--- src/rtl/uart_imem_loader_pkg.sv ---
// uart_imem_loader_pkg: RX state encodings, default timing and the big-endian lane map
package uart_imem_loader_pkg;
  typedef enum logic [1:0] {RX_IDLE, RX_START, RX_DATA, RX_STOP} rx_state_e;
  localparam int DEFAULT_CLKS_PER_BIT = 434;
  localparam int DEFAULT_MAX_WORDS = 43;
  // lane 0 lands in [31:24], lane 3 in [7:0]
  function automatic logic [31:0] put_lane(logic [31:0] w, logic [1:0] lane, logic [7:0] b);
    logic [31:0] r;
    r = w;
    r[{~lane, 3'b000} +: 8] = b;
    return r;
  endfunction
endpackage

--- src/rtl/uart_imem_loader_if.sv ---
// uart_imem_loader_if: instruction-memory load port
interface uart_imem_loader_if;
  logic [31:0] address;
  logic [31:0] data;
  logic        write;
  modport master (output address, data, write);
  modport slave (input address, data, write);
endinterface

--- src/rtl/uart_imem_loader_rx.sv ---
// uart_rx_8n1: synchronized 8N1 receiver producing one-cycle byte_valid / frame_err pulses
module uart_rx_8n1 import uart_imem_loader_pkg::*; #(
  parameter int CLKS_PER_BIT = DEFAULT_CLKS_PER_BIT
) (
  input  logic       clock,
  input  logic       reset,
  input  logic       enable,
  input  logic       rx,
  output logic [7:0] rx_byte,
  output logic       byte_valid,
  output logic       frame_err
);
  localparam int TW = $clog2(CLKS_PER_BIT);
  localparam logic [TW-1:0] FULL = TW'(CLKS_PER_BIT - 1);
  localparam logic [TW-1:0] HALF = TW'(CLKS_PER_BIT / 2 - 1);
  rx_state_e state_q, state_d;
  logic [1:0] sync_q, sync_d;
  logic prev_q, prev_d, valid_q, valid_d, err_q, err_d, rx_s, tick;
  logic [TW-1:0] tmr_q, tmr_d;
  logic [2:0] bit_q, bit_d;
  logic [7:0] shift_q, shift_d;
  assign rx_s = sync_q[1];
  assign tick = tmr_q == FULL;
  always_comb begin
    sync_d = {sync_q[0], rx};
    prev_d = rx_s;
    state_d = state_q;
    tmr_d = tmr_q + 1'b1;
    bit_d = bit_q;
    shift_d = shift_q;
    valid_d = 1'b0;
    err_d = 1'b0;
    case (state_q)
      RX_IDLE: begin
        tmr_d = '0;
        state_d = (prev_q & ~rx_s) ? RX_START : RX_IDLE;
      end
      RX_START: if (tmr_q == HALF) begin
        tmr_d = '0;
        bit_d = 3'd0;
        state_d = rx_s ? RX_IDLE : RX_DATA;
      end
      RX_DATA: if (tick) begin
        tmr_d = '0;
        shift_d = {rx_s, shift_q[7:1]};
        bit_d = bit_q + 3'd1;
        state_d = (bit_q == 3'd7) ? RX_STOP : RX_DATA;
      end
      RX_STOP: if (tick) begin
        tmr_d = '0;
        valid_d = rx_s;
        err_d = ~rx_s;
        state_d = RX_IDLE;
      end
      default: state_d = RX_IDLE;
    endcase
    if (!enable) begin
      state_d = RX_IDLE;
      tmr_d = '0;
      valid_d = 1'b0;
      err_d = 1'b0;
    end
  end
  always_ff @(posedge clock) begin
    if (reset) begin
      state_q <= RX_IDLE;
      sync_q <= 2'b11;
      prev_q <= 1'b1;
      tmr_q <= '0;
      bit_q <= '0;
      shift_q <= '0;
      valid_q <= 1'b0;
      err_q <= 1'b0;
    end else begin
      state_q <= state_d;
      sync_q <= sync_d;
      prev_q <= prev_d;
      tmr_q <= tmr_d;
      bit_q <= bit_d;
      shift_q <= shift_d;
      valid_q <= valid_d;
      err_q <= err_d;
    end
  end
  assign rx_byte = shift_q;
  assign byte_valid = valid_q;
  assign frame_err = err_q;
endmodule

--- src/rtl/uart_imem_loader.sv ---
// uart_imem_loader: assembles UART bytes into big-endian words and strobes them into imem
module uart_imem_loader import uart_imem_loader_pkg::*; #(
  parameter int CLKS_PER_BIT = DEFAULT_CLKS_PER_BIT,
  parameter int MAX_WORDS = DEFAULT_MAX_WORDS
) (
  input  logic                clock,
  input  logic                reset,
  input  logic                rx,
  input  logic                enable,
  uart_imem_loader_if.master  imem,
  output logic [31:0]         word_count,
  output logic                load_done,
  output logic                err_framing
);
  localparam logic [31:0] MAX = 32'(MAX_WORDS);
  logic [7:0] rx_byte;
  logic rx_valid, rx_err, acc, strobe;
  logic [1:0] lane_q, lane_d;
  logic [31:0] word_q, word_d, data_q, data_d, addr_q, addr_d, count_q, count_d;
  logic wr_q, wr_d, done_q, done_d, err_q, err_d;
  uart_rx_8n1 #(.CLKS_PER_BIT(CLKS_PER_BIT)) u_rx (
    .clock(clock), .reset(reset), .enable(enable), .rx(rx),
    .rx_byte(rx_byte), .byte_valid(rx_valid), .frame_err(rx_err)
  );
  // the pending strobe is gated live so enable falling in its cycle cancels it
  assign strobe = wr_q & enable & ~reset;
  always_comb begin
    acc = rx_valid & enable & (count_q != MAX);
    lane_d = (!enable || rx_err) ? 2'd0 : acc ? lane_q + 2'd1 : lane_q;
    word_d = acc ? put_lane(word_q, lane_q, rx_byte) : word_q;
    wr_d = acc & (lane_q == 2'd3);
    data_d = wr_d ? word_d : data_q;
    addr_d = wr_d ? count_q : addr_q;
    count_d = count_q + 32'(strobe);
    done_d = done_q | (count_d == MAX);
    err_d = err_q | rx_err;
  end
  always_ff @(posedge clock) begin
    if (reset) begin
      lane_q <= '0;
      word_q <= '0;
      data_q <= '0;
      addr_q <= '0;
      count_q <= '0;
      wr_q <= 1'b0;
      done_q <= 1'b0;
      err_q <= 1'b0;
    end else begin
      lane_q <= lane_d;
      word_q <= word_d;
      data_q <= data_d;
      addr_q <= addr_d;
      count_q <= count_d;
      wr_q <= wr_d;
      done_q <= done_d;
      err_q <= err_d;
    end
  end
  assign imem.address = addr_q;
  assign imem.data = data_q;
  assign imem.write = strobe;
  assign word_count = count_q;
  assign load_done = done_q;
  assign err_framing = err_q;
endmodule

--- src/flat_wrapper.sv ---
// flat-port wrapper written by rule: the top's interface ports become plain ports
module uart_imem_loader_flat import uart_imem_loader_pkg::*;
#(
  parameter int CLKS_PER_BIT = DEFAULT_CLKS_PER_BIT,
  parameter int MAX_WORDS = DEFAULT_MAX_WORDS
)
  (clock, reset, rx, enable, word_count, load_done, err_framing, imem_address, imem_data, imem_write);
  uart_imem_loader_if imem_i ();
  input  logic clock;
  input  logic reset;
  input  logic rx;
  input  logic enable;
  output logic [31:0] word_count;
  output logic load_done;
  output logic err_framing;
  output wire logic [$bits(imem_i.address)-1:0] imem_address;
  output wire logic [$bits(imem_i.data)-1:0] imem_data;
  output wire logic [$bits(imem_i.write)-1:0] imem_write;
  assign imem_address = imem_i.address;
  assign imem_data = imem_i.data;
  assign imem_write = imem_i.write;
  uart_imem_loader #(.CLKS_PER_BIT(CLKS_PER_BIT), .MAX_WORDS(MAX_WORDS)) u_core (.clock(clock), .reset(reset), .rx(rx), .enable(enable), .imem(imem_i), .word_count(word_count), .load_done(load_done), .err_framing(err_framing));
endmodule
--- config.mk ---
export PLATFORM = sky130hd
export DESIGN_NAME = uart_imem_loader_flat
export DESIGN_NICKNAME = d
export VERILOG_FILES = /design/src/rtl/uart_imem_loader_pkg.sv /design/src/rtl/uart_imem_loader_if.sv /design/src/rtl/uart_imem_loader_rx.sv /design/src/rtl/uart_imem_loader.sv /design/src/flat_wrapper.sv
export SDC_FILE = /design/constraint.sdc
export NUM_CORES = 1
export LEC_CHECK = 0
export ABC_AREA = 1
export CAP_MARGIN = 20
export CORE_AREA = 5 5 124 126
export CTS_CLUSTER_DIAMETER = 120
export DETAILED_ROUTE_END_ITERATION = 10
export DIE_AREA = 0 0 129 131
export PLACE_DENSITY_LB_ADDON = 0.05
export SETUP_SLACK_MARGIN = 0.05
export SLEW_MARGIN = 30
export SYNTH_ARGS = -nofsm -noshare
export SYNTH_HDL_FRONTEND = slang
export SYNTH_SLANG_ARGS = --single-unit
--- constraint.sdc ---
create_clock -name clock -period 3.9 [get_ports clock]
set_input_delay 0.975 -clock clock [delete_from_list [all_inputs] [get_ports clock]]
set_output_delay 0.975 -clock clock [all_outputs]
set_load 0.05 [all_outputs]
; Yosys cells after proc, flatten, opt, wreduce, memory -nomap -nowiden
; Index checks and enable logic that the tools add are counted.
[word_totals]
ff_bits = 160
inputBits = 4
output_inout_bits = 99
wordCells = 75
[classes]
add_sub_neg = 5
eq_ne = 12
shifts = 2
muxes = 15
bitwise = 14
n_reduce_logical = 11
[op_table]
columns = cell, n
row1 = 32-bit by 1-bit adder with 32-bit output, 1
row2 = 32-bit bitwise mux, 1
row3 = 32-bit by 6-bit equality test with 1-bit output (second input constant), 1
row4 = 32-bit two-way mux, 1
row5 = 32-bit by 6-bit inequality test with 1-bit output (second input constant), 1
row6 = 8-bit by 7-bit variable shift with 32-bit output (first input constant), 1
row7 = 8-bit by 7-bit variable part select with 32-bit output, 1
row8 = 9-bit one-hot mux with 3 select lines, 1
row9 = 9-bit two-way mux, 2
row10 = 9-bit by 1-bit adder with 9-bit output (second input constant), 1
row11 = 9-bit by 8-bit equality test with 1-bit output (second input constant), 1
row12 = 9-bit equality test (second input constant), 1
row13 = 2-bit two-way mux, 4
row14 = 2-bit one-hot mux with 4 select lines, 1
row15 = 5-bit negation with 7-bit output, 1
row16 = 1-bit AND, 6
row17 = 2-bit equality test (second input constant), 3
row18 = 3-bit two-way mux, 2
row19 = 2-bit inequality test (second input constant), 3
row20 = 3-bit one-hot mux with 2 select lines, 1
row21 = 3-bit AND reduction, 2
row22 = 2-bit OR reduction, 3
row23 = 1-bit NOT, 5
row24 = 4-bit OR reduction, 1
row25 = other kinds (12), 14

; Logic depth before layout (Yosys ltp)
; Gate-level depths: netlist (run 1).
[logic_depth]
ltp_word = 5
depth_mapped = 18
depth_no_buf = 16

; Modules after synthesis
; From an unflattened synthesis (run 1), not the netlist that was laid out.
[hier_totals]
cells_unflattened = 1172
hier_area_um2 = 7827.5
[by_module_without_submodules]
columns = mod, n_inst, cells_per_inst, area_each_um2
row1 = uart_imem_loader, 1, 1006, 6517.5
row2 = uart_rx_8n1, 1, 166, 1310.0

; Worst setup path after synthesis (run 1)
; No wires, ideal clock.
[synth_path]
path_type = input to register
from = input port reset
to = register u_core.done_q, in the netlist u_core.load_done
setup_time_ns = 0.070
arrival_time_ns = 3.854
required_time_ns = 3.830
slack_ns = -0.024
path_stages = 18
path_buffers = 3
path_cell_list = clkbuf_1 clkbuf_1 clkbuf_1 nor2_1 ha_1 ha_1 nand2_2 nor2_4 nand2_2 nor2_2 nand2_1 nand2_1 nand2_1 nor2_1 nand2_1 nor2_1 nand3_1 a21oi_1
[synth_via]
elab_chain_cells = 5
[synth_lines]
columns = element, line_no
row1 = from (decl), flat_wrapper.sv:10  ; input logic reset;
row2 = 1-bit NOT, uart_imem_loader.sv:26  ; assign strobe = wr_q & enable & ~reset;
row3 = 1-bit AND, uart_imem_loader.sv:26
row4 = net imem_write, flat_wrapper.sv:18  ; output wire logic [$bits(imem_i.write)-1:0] imem_write;
row5 = 32-bit by 1-bit adder with 32-bit output, uart_imem_loader.sv:34  ; count_d = count_q + 32'(strobe);
row6 = 32-bit by 6-bit equality test with 1-bit output, uart_imem_loader.sv:35  ; done_d = done_q | (count_d == MAX);
row7 = 1-bit bitwise OR, uart_imem_loader.sv:35
row8 = to (signal assigned), uart_imem_loader.sv:55  ; done_q <= done_d;
row9 = to (decl), uart_imem_loader.sv:20  ; logic wr_q, wr_d, done_q, done_d, err_q, err_d;
; The timed path passes the listed nets, and every way through them passes these cells.
; A chain may end at the register's enable or synchronous reset.

; Worst setup path after layout (run 1)
[layout_path]
from = input port enable
to = register u_core.done_q, in the netlist u_core.load_done
[layout_via]
elab_chain_cells = 5
[layout_lines]
columns = element, line_no
row1 = from (decl), flat_wrapper.sv:12  ; input logic enable;
row2 = 1-bit AND (2 in series), uart_imem_loader.sv:26
row3 = 32-bit by 1-bit adder with 32-bit output, uart_imem_loader.sv:34
row4 = 32-bit by 6-bit equality test with 1-bit output, uart_imem_loader.sv:35
row5 = 1-bit bitwise OR, uart_imem_loader.sv:35
; Every way passes these cells.

==> metrics.cfg, run 1 <==
[cells_and_area]
syn_to_final_growth_pct = 22.5
drive_above_1_share = 0.0634
n_antenna_cell = 0
register_area_sq_um = 3200
n_fill_cell = 1280
layout.cells.non_filler = 1399
multiInputGateArea_sq_um = 3710
nNetsFinal = 1218

[detailed_routing]
drtIter0Drc = 611
via_per_inst = 5.14
antenna_left = 0
drc = 0
drt_pass1_iterations = 6
vias = 7191
wl_microns = 18800
wl_per_cell_microns = 13.5

[grt]
grt_util_met1 = 0.280
grt_max_degree = 85
grtUsageTotal = 0.230
use_met2 = 0.398
first_global_vias = 6539
busiest_layer = met2
grt_overflow = 0
antenna_found_initial = 0
use_met3 = 0.0390
grt_pass1_wl_microns = 31400

[cts]
clk_pin_slew_worst_paths_ps = 60
cts_resized = 0
htreeDepth = 4
cts_hold_buf = 0
clock_path_buffers = 2
cts_tree = yes
clkLatencyLatePin_ps = 420
cts_buffers = 17
postCtsSetupBuffers = 0
cts-root-buf = clkbuf_16
cts_sinks = 160

[run]
maxCapViolCount = 0

[sta]
fin_crit_sh = 0.782
fmax_ghz = 0.328
final_hold_viol_count = 0
fin_skew_ps = 7.99
drv_slew = 0
setup_violations = 0
maxSlewHeadroom = 0.406
totalNegativeSetupSlack_ps = 0
rsz0062_at_grt = no
worst_pin_slew_ps = 891
worst_hold_slack_ps = 409
layout_min_cycle_time_ps = 3050

[yosys]
postSynthCellCount = 1121
synth_seq_cells = 160
synth_area_sq_um = 7610
synth_edf_count = 0
yosys.cell_types.count = 35
synth_async_sr_flop_share = 0
ys.flop_type = dfxtp_1
ys_warn_count = 0
yosysSeqAreaShare = 0.421
syn_avg_cell_area_sq_um = 6.79
syn_nets = 1137

[setup_path]
critPathCaptureType = flip-flop
crit_path_top_delay_cell = clkdlybuf4s50_1
path_cells = clkdlybuf4s50_1 -> nand2_1 -> nor2_2 -> ha_1 -> ha_1 -> nand2_2 -> nor2_4 -> nand2_2 -> nor2_2 -> nand2_1 -> nand2_1 -> nand2_1 -> nor2_1 -> nand2_1 -> nor2_1 -> nand3_1 -> a21oi_1
setup.worst_path.start = enable
cp_slowest_stage_delay_ps = 560
cp.required_ps = 4240
critPathKind = input pin to flip-flop
endpoint = u_core.load_done
regToRegSetupSlack_ps = 1300
cpMostUsedCell = nand2_1
start_kind = input pin
worstRegToRegCells = 10
r2r_start = u_core.lane_q[0]
crit_arrival_ps = 3390
reg2reg_to = u_core.imem.data[20]
crit_path_max_fanout = 6

[power_and_ir_drop]
clkPwrFrac = 0.497
comb_power_share = 0.010
power.total_w = 0.00332
swShare = 0.212
p_switching_w = 0.000703
p_seq_frac = 0.492
peakVddDrop_uv = 267
p_int_w = 0.00262
power_density_nw_per_um2 = 356
p_leak_nw = 3.58

[floorplanning]
fp.dieW_microns = 129
coreArea_sq_um = 14200
die-area_sq_um = 16900
num_io_pins = 103
row_count = 44
start_util = 0.536
die_height_microns = 131

[placed_design]
portBuffers = 102
place_hpwl_microns = 13200
dp.cells = 1367
gp_congestion = 0.937

[outcome]
status = completed

[hold_path]
min_path_type = flip-flop to flip-flop

==> routing by layer <==
| metal | wire length, microns | vias up |
|---|---|---|
| met4 | 562 | 0 |
| met1 | 8130 | 3230 |
| met5 | 0 | - |
| met3 | 792 | 38 |
| li1 | - | 3737 |
| met2 | 9360 | 186 |
==> power groups by stage <==
| stage | Combinational, W | Sequential [W] | Clock (W) |
|---|---|---|---|
| after floorplan | 0.0000238 | 0.00167 | 0 |
| after global placement | 0.0000353 | 0.00167 | 0 |
| after detailed placement | 0.0000352 | 0.00167 | 0 |
| after CTS | 0.0000351 | 0.00164 | 0.00169 |
| after global routing | 0.0000383 | 0.00163 | 0.00176 |
| final | 0.0000346 | 0.00164 | 0.00165 |
==> Yosys cell counts, types with 2 or more instances <==
master,instances,area (sq um)
nor3_1,7,35.0
nor4_1,3,18.8
buf_1,9,33.8
o21ai_0,27,135
nor2_1,144,541
inv_1,125,469
nand2_1,295,1110
nor2_4,5,56.3
a21oi_1,107,536
and2_1,12,75.1
o211ai_1,12,90.1
buf_2,11,55.1
nand3_1,102,510
buf_4,6,45.0
ha_1,12,150
or2_2,3,18.8
o31ai_1,6,45.0
xnor2_1,3,26.3
nand4_1,12,75.1
dfxtp_1,160,3200
inv_2,2,7.51
mux2_2,8,90.1
clkbuf_1,24,90.1
nor2_2,6,37.5
nand2_2,5,31.3
xor2_1,6,52.6
==> placed cells by master, fill, tap and decap left out, types with 11 or more instances in the layout <==
master	netlist	layout
nand4_1	12	12
nor2_1	144	142
o21ai_0	27	27
buf_4	6	12
o211ai_1	12	12
ha_1	12	11
clkdlybuf4s50_1	0	100
inv_1	125	125
clkbuf_16	0	17
nand2_1	295	295
and2_1	12	12
a21oi_1	107	107
dfxtp_1	160	160
nand3_1	102	102
==> cell type report <==
cell class,instances,area share
multi-input cells,783,0.398
flip-flops and latches,160,0.344
repair buffers,113,0.119
inverters,127,0.0511
clock buffers,20,0.0490
well taps,184,0.0247
clock inverters,12,0.0146
==> registers in the layout, indices dropped and copies added, names as in the netlist, named ones only <==
signal and cells:
u_core.err_framing 1, u_core.imem.address 32, u_core.imem.data 32, u_core.lane_q 2, u_core.load_done 1, u_core.u_rx.bit_q 3
u_core.u_rx.byte_valid 1, u_core.u_rx.frame_err 1, u_core.u_rx.prev_q 1, u_core.u_rx.rx_byte 8, u_core.u_rx.state_q 1, u_core.u_rx.sync_q 2
u_core.u_rx.tmr_q 9, u_core.word_count 32, u_core.word_q 32, u_core.wr_q 1
==> kinds of logic after synthesis <==
kind of cell,count (synthesis),synth area share
simple gates,597,0.333
buf+inv,178,0.0936
compound gates,157,0.111
flops,160,0.421
xor+xnor,9,0.0104
mux,8,0.0118
fa+ha+maj,12,0.0197
==> critical path, delay by kind of cell <==
kind                     cells  cell delay [ps]
AND/OR/NAND/NOR             13             1310
buffers and inverters        1              560
adder cells (fa/ha/maj)      2              450
AO/OA/AOI/OAI                1              110
==> per-stage QoR <==
stage          instance area [sq um]  utilization  setup WS [ps]
6_report                        9320        0.656            849
3_3_place_gp                    8730        0.614            497
4_1_cts                         9320        0.656            870
2_1_floorplan                   7610            -            238
3_5_place_dp                    8730        0.614            429
5_1_grt                         9320        0.656            551
==> worst min path at each step <==
stage                                from                     to  slack, ps  depth (start not counted)
CTS                 u_core.u_rx.sync_q[0]  u_core.u_rx.sync_q[1]        410                          1
global route        u_core.u_rx.sync_q[1]  u_core.u_rx.frame_err        420                          1
global placement    u_core.u_rx.sync_q[0]  u_core.u_rx.sync_q[1]        390                          1
floorplan           u_core.u_rx.sync_q[0]  u_core.u_rx.sync_q[1]        390                          1
detailed placement  u_core.u_rx.sync_q[0]  u_core.u_rx.sync_q[1]        390                          1
finish              u_core.u_rx.sync_q[0]  u_core.u_rx.sync_q[1]        410                          1
Power figures use the tool's default switching activity.
==> inputs of run 2 (changes only) <==
CORE_AREA = 5 5 130 132   (was 5 5 124 126)
DIE_AREA = 0 0 135 137   (was 0 0 129 131)
clock period = 2.7 ns   (was 3.9 ns; I/O delays follow)
==> run 2 against run 1 <==
Net effect:
- first-iteration DRC count fell by 30%
- power rose by 55%
- count of clock-buffer cells in the layout is 1 lower
- utilization down 3.1 points
- clock skew about the same
- highest routed layer unchanged
- largest cell class unchanged
==> metrics.cfg, run 2 (synthesis results as in run 1) <==
[outcome]
status = completed

[cts]
cts-root-buf = clkbuf_16
cts_tree = yes
htreeDepth = 4  ; unchanged
cts_hold_buf = 0  ; unchanged
clk_pin_slew_worst_paths_ps = 60  ; about the same
clkLatencyLatePin_ps = 430  ; about the same
clock_path_buffers = 2  ; unchanged
cts_sinks = 160  ; unchanged
cts_buffers = 17  ; unchanged

[placed_design]
place_hpwl_microns = 13700  ; +4.2%
placed_area_sq_um = 9060  ; +3.8%
gp_congestion = 0.909  ; -3.0%
portBuffers = 102  ; unchanged
dp_slack_ps = -261  ; -690 ps

[power_and_ir_drop]
p_leak_nw = 3.79  ; +5.7%
power_density_nw_per_um2 = 528  ; +48%
peakVddDrop_uv = 405  ; +52%
power.total_w = 0.00515  ; +55%

[detailed_routing]
antenna_left = 0  ; unchanged
drtIter0Drc = 428  ; -30%
wl_microns = 19900  ; +5.5%
vias = 7323  ; +1.8%
wl_per_cell_microns = 13.6  ; +1.2%
drt_pass1_iterations = 5  ; -1
via_per_inst = 5.02  ; -2.4%
drc = 0  ; unchanged

[setup_path]
crit_path_top_delay_cell = clkdlybuf4s50_1
critPathKind = flip-flop to primary output
regToRegSetupSlack_ps = 560  ; -740 ps
start_kind = flip-flop
cp_slowest_stage_delay_ps = 880  ; +320 ps
endpoint = word_count[2]
path_buf_inv = 1  ; unchanged
crit_arrival_ps = 1840  ; -1550 ps
r2r_start = u_core.word_count[0]
path_cells = clkdlybuf4s50_1
cp.required_ps = 2030  ; -2210 ps
critPathCaptureType = primary output
reg2reg_to = u_core.load_done
worstRegToRegCells = 13  ; +3
crit_path_max_fanout = 7  ; +1
crit_cells = 1  ; -16
setup.worst_path.start = u_core.word_count[2]
critPathTopFamily = buffers and inverters

[grt]
first_global_vias = 6617  ; +1.2%
grtUsageTotal = 0.220  ; -0.00994
antenna_found_initial = 0  ; unchanged
grt_max_degree = 96  ; +13%
grt_pass1_wl_microns = 32900  ; +4.9%
grt_overflow = 0  ; unchanged

[hold_path]
hold_depth = 1  ; unchanged
min_path_type = flip-flop to flip-flop

[floorplanning]
fp.dieW_microns = 135  ; +4.7%
coreArea_sq_um = 15600  ; +9.8%
row_count = 46  ; +4.5%
start_util = 0.488  ; -0.0479
die_height_microns = 137  ; +4.6%
num_io_pins = 103  ; unchanged
die-area_sq_um = 18500  ; +9.4%

[sta]
maxSlewHeadroom = 0.501  ; +0.0950
fin_crit_sh = 0.932
setup_violations = 0  ; unchanged
drv_slew = 0  ; unchanged
worst_hold_slack_ps = 417  ; +8.02 ps
layout_min_cycle_time_ps = 2520
fin_skew_ps = 7.82  ; -0.167 ps
rsz0062_at_grt = no
setup_ws_ps = 185  ; -664 ps
final_hold_viol_count = 0  ; unchanged
fmax_ghz = 0.398
totalNegativeSetupSlack_ps = 0  ; unchanged
worst_pin_slew_ps = 749  ; -143 ps

[cells_and_area]
final_common_cell = nand2_1
final_cell_mix = 294 x nand2_1, 160 x dfxtp_1, 142 x nor2_1
register_area_sq_um = 3200  ; unchanged
n_fill_cell = 1488  ; +16%
syn_to_final_growth_pct = 28.2
drive_above_1_share = 0.0877  ; +0.0243
design_area_sq_um = 9750  ; +4.6%
n_antenna_cell = 0  ; unchanged
multiInputGateArea_sq_um = 3770  ; +1.7%
nNetsFinal = 1246  ; +2.3%

[run]
maxCapViolCount = 0  ; unchanged

-- run 2: worst min-delay path by stage --
stage	endpoint	slack (ps)	start
2_1_floorplan	u_core.u_rx.sync_q[1]	390	u_core.u_rx.sync_q[0]
4_1_cts	u_core.u_rx.sync_q[1]	420	u_core.u_rx.sync_q[0]
3_3_place_gp	u_core.u_rx.sync_q[1]	400	u_core.u_rx.sync_q[0]
3_5_place_dp	u_core.u_rx.sync_q[1]	400	u_core.u_rx.sync_q[0]
6_report	u_core.u_rx.sync_q[1]	420	u_core.u_rx.sync_q[0]
5_1_grt	u_core.u_rx.frame_err	430	u_core.u_rx.sync_q[1]
-- run 2: stage by stage --
| stage | utilization | cells |
|---|---|---|
| floorplan | - | 1121 |
| global placement | 0.581 | 1426 |
| detailed placement | 0.581 | 1426 |
| CTS | 0.624 | 1458 |
| global route | 0.625 | 1459 |
| finish | 0.625 | 1459 |
-- run 2: report_power, final --
part | total [W] | switching, W | leakage (nW) | internal (W)
registers | 0.00236 | 0.000000944 | 1.29 | 0.00236
clock network | 0.00273 | 0.000989 | 0.314 | 0.00174
logic | 0.0000534 | 0.0000427 | 2.18 | 0.0000108
total | 0.00515 | 0.00103 | 3.79 | 0.00411
-- run 2: what timing repair did --
action | in CTS | in global routing
buffers inserted | 0 | 1
setup endpoints to repair | 0 | 1
gates resized for setup | 0 | 4
-- run 2: area by class of cell --
class                           instances  area share
Clock buffer                           19      0.0444
Clock inverter                         13      0.0240
Inverter                              127      0.0489
Multi-Input combinational cell        783       0.387
Sequential cell                       160       0.328
Tap cell                              216      0.0277
Timing Repair Buffer                  141       0.140
-- run 2: routing by layer --
layer,share of wire,routed length (microns),global-route usage
met5,0,0,0
met4,0.018,350,0.0722
met3,0.050,998,0.0382
met2,0.47,9280,0.356
met1,0.47,9250,0.299
